<file path="config.mk">
export PLATFORM = sky130hd
export DESIGN_NAME = bus_arbiter
export DESIGN_NICKNAME = d
export VERILOG_FILES = /design/src/rtl/bus_arbiter.sv
export SDC_FILE = /design/constraint.sdc
export NUM_CORES = 1
export LEC_CHECK = 0
export BUFFER_PORTS_ARGS = -buffer_cell sky130_fd_sc_hd__clkbuf_2
export CORE_ASPECT_RATIO = 1.1
export CORE_UTILIZATION = 39
export CTS_BUF_LIST = sky130_fd_sc_hd__clkbuf_4
export CTS_CLUSTER_DIAMETER = 60
export DETAILED_ROUTE_END_ITERATION = 10
export MAX_ROUTING_LAYER = met4
export PLACE_DENSITY = 0.76
export REMOVE_ABC_BUFFERS = 1
export SYNTH_ARGS = -nofsm -noshare
export SYNTH_HDL_FRONTEND = slang
export SYNTH_SLANG_ARGS = --single-unit
</file>
<file path="constraint.sdc">
create_clock -name clk -period 1.65 [get_ports clk]
set_clock_uncertainty 0.05 [all_clocks]
set_input_delay 0.165 -clock clk [delete_from_list [all_inputs] [get_ports clk]]
set_output_delay 0.165 -clock clk [all_outputs]
set_load 0.01 [all_outputs]
</file>
<file path="src/rtl/bus_arbiter.sv">
// Arbitrates a shared DATA_W bus among NUM_REQ requesters with a registered one-hot grant,
// a hold timeout so no requester starves, and a one-cycle dead turnaround between owners.
module bus_arbiter #(
  parameter int NUM_REQ    = 4,
  parameter int DATA_W     = 8,
  parameter int MAX_HOLD   = 4,
  parameter bit FIXED_PRIO = 1'b0,
  localparam int OW        = (NUM_REQ > 1) ? $clog2(NUM_REQ) : 1
) (
  input  logic                      clk,
  input  logic                      rst_n,
  input  logic [NUM_REQ-1:0]        in_req,
  input  logic [NUM_REQ*DATA_W-1:0] in_data,
  output logic [NUM_REQ-1:0]        out_grant,
  output logic [OW-1:0]             out_owner,
  output logic [DATA_W-1:0]         out_bus,
  output logic                      out_bus_en,
  output logic                      out_timeout
);

  localparam int CW = (MAX_HOLD > 0) ? $clog2(MAX_HOLD + 1) : 1;
  localparam logic [CW-1:0] MAX_C = CW'(MAX_HOLD);

  localparam logic [1:0] IDLE = 2'd0;
  localparam logic [1:0] OWN  = 2'd1;
  localparam logic [1:0] TURN = 2'd2;

  if (MAX_HOLD < 1) begin : g_bad_max_hold
    $error("bus_arbiter: MAX_HOLD must be at least 1");
  end

  logic [1:0]         state_q, state_d;
  logic [NUM_REQ-1:0] grant_q, grant_d;
  logic [OW-1:0]      owner_q, owner_d;
  logic [OW-1:0]      ptr_q, ptr_d;
  logic [CW-1:0]      cnt_q, cnt_d;
  logic               timeout_q, timeout_d;

  logic               win_vld;
  logic [OW-1:0]      win_idx;
  int                 cand;
  logic [CW-1:0]      cnt_inc;
  logic               owner_req;
  logic               others_req;
  logic [DATA_W-1:0]  bus_mux;

  // Round-robin search begins at ptr_q, which always points one past the last winner.
  always_comb begin
    win_vld = 1'b0;
    win_idx = '0;
    cand    = 0;
    for (int i = 0; i < NUM_REQ; i++) begin
      cand = FIXED_PRIO ? i : (int'(ptr_q) + i) % NUM_REQ;
      if (!win_vld && in_req[OW'(cand)]) begin
        win_vld = 1'b1;
        win_idx = OW'(cand);
      end
    end
  end

  assign owner_req  = |(in_req & grant_q);
  assign others_req = |(in_req & ~grant_q);
  assign cnt_inc    = (cnt_q == MAX_C) ? cnt_q : cnt_q + 1'b1;

  always_comb begin
    state_d   = state_q;
    grant_d   = grant_q;
    owner_d   = owner_q;
    ptr_d     = ptr_q;
    cnt_d     = cnt_q;
    timeout_d = 1'b0;
    case (state_q)
      IDLE, TURN: begin
        if (win_vld) begin
          state_d = OWN;
          grant_d = NUM_REQ'(1) << win_idx;
          owner_d = win_idx;
          ptr_d   = (int'(win_idx) == NUM_REQ - 1) ? '0 : win_idx + 1'b1;
          cnt_d   = '0;
        end else begin
          state_d = IDLE;
          grant_d = '0;
        end
      end
      OWN: begin
        cnt_d = cnt_inc;
        // A voluntary release wins over a simultaneous timeout: no pulse in that case.
        if (!owner_req) begin
          state_d = TURN;
          grant_d = '0;
          cnt_d   = '0;
        end else if (cnt_inc == MAX_C && others_req) begin
          state_d   = TURN;
          grant_d   = '0;
          cnt_d     = '0;
          timeout_d = 1'b1;
        end
      end
      default: begin
        state_d = IDLE;
        grant_d = '0;
        cnt_d   = '0;
      end
    endcase
  end

  always_ff @(posedge clk or negedge rst_n) begin
    if (!rst_n) begin
      state_q   <= IDLE;
      grant_q   <= '0;
      owner_q   <= '0;
      ptr_q     <= '0;
      cnt_q     <= '0;
      timeout_q <= 1'b0;
    end else begin
      state_q   <= state_d;
      grant_q   <= grant_d;
      owner_q   <= owner_d;
      ptr_q     <= ptr_d;
      cnt_q     <= cnt_d;
      timeout_q <= timeout_d;
    end
  end

  always_comb begin
    bus_mux = '0;
    for (int i = 0; i < NUM_REQ; i++) begin
      if (grant_q[i]) bus_mux = in_data[i*DATA_W +: DATA_W];
    end
  end

  assign out_grant   = grant_q;
  assign out_owner   = owner_q;
  assign out_bus     = bus_mux;
  assign out_bus_en  = |grant_q;
  assign out_timeout = timeout_q;

endmodule
</file>
==> impl_metrics.py, run 1 <==
metrics = {
    "sta": {
        "fin_crit_ns": 1.783,
        "slew_viol_final": 0,
        "max_slew_margin_pct": 74.99,
        "max_freq_ghz": 0.5608,
        "worst_slew_pin_slew_ns": 0.3752,
        "rsz0062_at_grt": "yes",
        "setup_tns_ns": -0.4203,
        "finalHoldViolCount": 0,
        "setup_viol": 9,
        "setup_slack_ns": -0.1331,
        "fin_crit_sh_pct": 108.1,
    },
    "finish": {
        "final-seq-area_sq_um": 350.3,
        "nNetsFinal": 243,
        "areaGrowthSynthToFinish_pct": 58.70,
        "layout_commonest_cell": "clkbuf_2",
        "diodes": 0,
        "drive_above_1_share_pct": 55.56,
        "nFillCells": 221,
        "utilization_pct": 67.36,
        "final_area_sq_um": 1745,
        "multi_input_area_sq_um": 813.3,
        "finalNonFillerCells": 229,
        "layout_common_cells": "clkbuf_2, buf_4, dfrtp_1",
    },
    "power": {
        "power.leakage_nw": 0.8518,
        "ir_drop_uv": 1009,
        "power.density_nw_per_um2": 1558,
    },
    "routing": {
        "final_antenna_net_count": 0,
        "wl_microns": 3194,
        "viasPerCell": 5.441,
        "drcViolationCount": 0,
        "drtIter0Drc": 22,
        "vias": 1246,
        "first_pass_iters": 4,
        "post_drt_wl_per_cell_microns": 13.95,
    },
    "clocking": {
        "cts_max_path_buffers": 2,
        "cts-root-buf": "clkbuf_4",
        "cts.clk_slew.worst_paths_ns": 0.10,
        "clock_latency_ns": 0.29,
        "cts_tree": "done",
        "numCtsBuffers": 3,
        "cts_sinks": 14,
        "htree_levels": 1,
    },
    "placement": {
        "placed_cells": 213,
        "dp_hpwl_microns": 2376,
        "pre_cts_ws_ns": -0.2158,
        "dpl_cell_area_sq_um": 1491,
        "portBuffers": 53,
        "gp_congestion": 0.8193,
    },
    "yosys": {
        "synth_edf_count": 0,
        "synth_area_per_cell_sq_um": 9.165,
        "synth_seq_cells": 14,
        "synthFlopType": "dfrtp_1",
        "yosys_warnings": 0,
        "synth_area_sq_um": 1100,
        "yosys.cell_types.count": 38,
        "synthArstFlopShare_pct": 100.0,
        "synth_cells": 120,
        "synth-seq-area-share_pct": 31.85,
    },
    "run_status": {
        "status": "finished, violations left",
        "violations": "negative setup slack",
    },
    "floorplanning": {
        "io_pins": 54,
        "start_util_pct": 42.44,
        "core_sq_um": 2591,
        "die_h_microns": 57.70,
        "fp.dieArea_sq_um": 3036,
        "rows": 19,
        "die_x_microns": 52.63,
    },
    "setup_path": {
        "required_ns": 1.78,
        "start_kind": "flop",
        "crit_type": "reg -> reg",
        "cp.arrival_ns": 1.91,
        "r2r-start": "ptr_q[1]",
        "end_kind": "flop",
        "reg2regPathDepth": 6,
        "r2r_slack_ns": -0.13,
        "reg2reg_to": "ptr_q[1]",
        "cp_max_fo": 5,
    },
    "global_routing": {
        "grt_pass1_vias": 1234,
        "antenna_found_initial": 0,
        "grt_max_degree": 17,
        "grt_overflow": 0,
        "gr-usage-all-layers_pct": 22.15,
        "grt_pass1_wl_microns": 4885,
    },
    "worst_hold_path": {
        "min-delay-path-class": "in -> async",
    },
    "flow_run": {
        "maxCapViolCount": 0,
    },
}
[flip-flops by register name, indices dropped and copies added (netlist names)]
name,count
out_grant,4
out_timeout,1
cnt_q,3
out_owner,2
ptr_q,2
state_q,2
[logic make-up (layout without fill, tap and decap cells)]
group                    Yosys count  after routing  synth area share [%]
AND/OR/NAND/NOR                   45             45                 25.82
adder cells (fa/ha/maj)            6              6                 6.826
flip-flops                        14             14                 31.85
AO/OA/AOI/OAI                     40             40                 28.21
buffers and inverters             12             90                 4.323
multiplexers                       3              3                 2.958
[final cells by class]
cell class	instances	area share [%]
well taps	31	2.222
clock inverters	1	0.2151
repair buffers	80	28.32
multi-input cells	94	46.60
flip-flops and latches	14	20.07
clock buffers	3	1.290
inverters	6	1.290
[worst max-delay path, stage by stage (launching register included)]
cell and delay [ns]:
dfrtp_1 0.43, mux2i_1 0.24, nor2_1 0.09, nor4_2 0.25
buf_4 0.18, ha_4 0.19, mux2_4 0.25
[what timing repair did]
item,CTS,global route
hold endpoints to repair,14,0
hold buffers,1,0
setup buffers,8,3
pin swaps,5,7
resized for setup,12,19
setup endpoints to repair,12,14
[cell usage after synthesis (all sizes together), types with 3 or more instances]
master	instances	area [sq um]
a21oi	8	43.79
a221oi	8	70.07
a22o	5	43.79
buf	3	13.76
clkbuf	3	11.26
dfrtp	14	350.3
ha	6	75.07
inv	6	22.52
nand2	11	41.29
nand2b	10	65.06
nor2	5	21.27
nor2b	8	50.05
nor4	3	46.29
o21ai	3	15.01
o31ai	7	52.55
[stage by stage]
| stage | hold WS, ns | total power [mW] |
|---|---|---|
| after floorplan | -0.1806 | 1.459 |
| after global placement | 0.03827 | 2.010 |
| after detailed placement | 0.04881 | 2.083 |
| after CTS | 0.2669 | 2.584 |
| after global routing | 0.3033 | 2.921 |
| final | 0.2519 | 2.719 |
[report_power, final]
group          total, mW  internal [mW]  switching [mW]
clock network      0.212         0.0881           0.124
logic               1.93           1.01           0.924
registers          0.573          0.468           0.105
[per-layer routing]
layer	up-vias	wire [microns]	GRT usage (%)
met5	-	0	-
met4	0	57	7.895
met3	7	183	2.362
met2	54	1790	46.11
met1	576	1162	18.97
li1	609	-	-
[worst max-delay path by stage]
stage               cells after the start  startpoint       end
floorplan                               4    ptr_q[1]  ptr_q[1]
finish                                  6    ptr_q[1]  ptr_q[1]
detailed placement                      5    ptr_q[1]  ptr_q[1]
global placement                        4    ptr_q[1]  ptr_q[1]
global route                            6    ptr_q[1]  ptr_q[1]
CTS                                     6    ptr_q[1]  ptr_q[1]
No activity file was read; power rests on OpenSTA's default activity.
==> inputs of run 2 (changes only) <==
--- a/config.mk
+++ b/config.mk
@@ -7,12 +7,12 @@
 export LEC_CHECK = 0
 export BUFFER_PORTS_ARGS = -buffer_cell sky130_fd_sc_hd__clkbuf_2
 export CORE_ASPECT_RATIO = 1.1
-export CORE_UTILIZATION = 39
+export CORE_UTILIZATION = 30
 export CTS_BUF_LIST = sky130_fd_sc_hd__clkbuf_4
 export CTS_CLUSTER_DIAMETER = 60
 export DETAILED_ROUTE_END_ITERATION = 10
 export MAX_ROUTING_LAYER = met4
-export PLACE_DENSITY = 0.76
+export PLACE_DENSITY = 0.62
 export REMOVE_ABC_BUFFERS = 1
 export SYNTH_ARGS = -nofsm -noshare
 export SYNTH_HDL_FRONTEND = slang
==> run 2 against run 1 <==
Compared with the run above:
- the flow still finishes with violations (negative setup slack)
- hold slack gained 0.010 ns
- global-route usage is 6.4 points lower
- non-clock buffer count shrank 1
- core utilization shrank 17 points
- setup slack better by 0.063 ns
- first-iteration DRC count rose by 140%
- routed wire length barely moved
- clock power down 6%
- count of clock-buffer cells in the layout unchanged
- largest cell class unchanged
==> impl_metrics.py, run 2 (synthesis results as in run 1) <==
metrics = {
    "sta": {
        "fin_crit_ns": 1.720,
        "fin_crit_sh_pct": 104.2,
        "worst_slew_pin_slew_ns": 0.3569,
        "setup_viol": 10,
        "rsz0062_at_grt": "yes",
        "setup_slack_ns": -0.07003,
        "finalHoldViolCount": 0,
        "max_freq_ghz": 0.5814,
        "hold-worst-slack_ns": 0.2621,
        "slew_viol_final": 0,
        "max_slew_margin_pct": 76.21,
    },
    "global_routing": {
        "grt_overflow": 0,
        "grt_pass1_wl_microns": 4685,
        "gr-usage-all-layers_pct": 15.78,
        "grt_pass1_vias": 1143,
        "antenna_found_initial": 0,
        "grt_max_degree": 19,
    },
    "power": {
        "ir_drop_uv": 767.0,
        "power.density_nw_per_um2": 1540,
        "power.leakage_nw": 0.8348,
        "p_total_mw": 2.655,
    },
    "clocking": {
        "cts_max_path_buffers": 2,
        "cts.clk_slew.worst_paths_ns": 0.09,
        "htree_levels": 1,
        "cts-root-buf": "clkbuf_4",
        "clock_latency_ns": 0.28,
        "numCtsBuffers": 3,
        "cts_sinks": 14,
        "cts_tree": "done",
    },
    "finish": {
        "nNetsFinal": 242,
        "layout_common_cells": "clkbuf_2, buf_4, dfrtp_1",
        "finalNonFillerCells": 245,
        "layout_commonest_cell": "clkbuf_2",
        "areaGrowthSynthToFinish_pct": 56.77,
        "largest_register_ffs": 4,
        "diodes": 0,
        "nFillCells": 333,
        "drive_above_1_share_pct": 54.31,
        "utilization_pct": 50.51,
    },
    "setup_path": {
        "start_kind": "flop",
        "critical_path.startpoint": "ptr_q[1]",
        "end_kind": "flop",
        "reg2regPathDepth": 7,
        "required_ns": 1.77,
        "cp_max_fo": 5,
        "cp.arrival_ns": 1.84,
        "reg2reg_to": "out_grant[1]",
        "r2r-start": "ptr_q[1]",
        "cp-endpoint": "out_grant[1]",
        "crit_type": "reg -> reg",
        "r2r_slack_ns": -0.07,
    },
    "routing": {
        "vias": 1247,
        "drtIter0Drc": 52,
        "final_antenna_net_count": 0,
        "first_pass_iters": 4,
        "wl_microns": 3196,
        "drcViolationCount": 0,
        "viasPerCell": 5.090,
        "post_drt_wl_per_cell_microns": 13.04,
    },
    "placement": {
        "pre_cts_ws_ns": -0.1263,
        "placed_cells": 227,
        "gp_congestion": 0.7577,
        "dp_hpwl_microns": 2343,
        "portBuffers": 53,
    },
    "floorplanning": {
        "rows": 22,
        "die_x_microns": 59.73,
        "fp.dieArea_sq_um": 3912,
        "io_pins": 54,
        "core_sq_um": 3413,
        "die_h_microns": 65.50,
        "start_util_pct": 32.22,
    },
    "run_status": {
        "status": "finished, violations left",
        "violations": "negative setup slack",
    },
    "worst_hold_path": {
        "min-delay-path-class": "in -> async",
    },
    "flow_run": {
        "maxCapViolCount": 0,
    },
}
[run 2: cell types whose count changed in the layout (fill, tap and decap cells not counted), sizes merged]
cell    delta
clkbuf     +2
buf        -3
[run 2: layer usage]
| layer | vias to the layer above | share of wire [%] | routed length [microns] | track usage (%) |
|---|---|---|---|---|
| li1 | 604 | - | - | - |
| met1 | 586 | 41 | 1303 | 16.89 |
| met2 | 53 | 51 | 1643 | 30.28 |
| met3 | 4 | 7.1 | 226 | 1.772 |
| met4 | 0 | 0.72 | 23 | 3.488 |
| met5 | - | 0 | 0 | - |
[run 2: what timing repair did]
item                                    CTS  global route
pin swaps                                 8             7
hold buffers                              1             0
endpoints found under the setup margin   12            15
endpoints found under the hold margin    14             0
resized for setup                        14            13
setup buffers                            10             3
[run 2: report_power, final]
part | internal [mW] | switching (mW)
clock | 0.0876 | 0.112
combinational | 0.984 | 0.887
sequential | 0.472 | 0.111
total | 1.54 | 1.11
[run 2: layout make-up]
class,count,area (sq um),share of cell area (%)
multi-input combinational,94,775.7,44.99
sequential,14,352.8,20.46
inverter,6,22.52,1.306
clock inverter,1,3.754,0.2177
clock buffer,3,22.52,1.306
tap,48,60.06,3.483
timing repair buffer,79,486.7,28.23
[run 2: critical path, stage by stage, from the launching register on]
cell     delay [ns]
dfrtp_2        0.45
mux2i_1        0.13
nor2_1         0.26
nor4_4         0.09
buf_4          0.15
buf_4          0.12
ha_1           0.16
a22o_1         0.20
[run 2: per-stage QoR]
stage / setup TNS, ns / cell area [sq um]
floorplan: -0.05402 / 1075
global placement: -0.06149 / 1490
detailed placement: -0.4895 / 1490
CTS: -0.6107 / 1659
global route: -1.086 / 1724
finish: -0.3111 / 1724
[run 2: worst min-delay path by stage]
stage                     startpoint  slack (ns)  depth (start not counted)      endpoint
after global placement         rst_n        0.04                          1  out_owner[0]
after detailed placement       rst_n        0.05                          1  out_owner[0]
after global routing           rst_n        0.29                          2      ptr_q[0]
after floorplan                rst_n       -0.18                          0      cnt_q[0]
after CTS                      rst_n        0.27                          2      ptr_q[0]
final                          rst_n        0.26                          2      ptr_q[0]
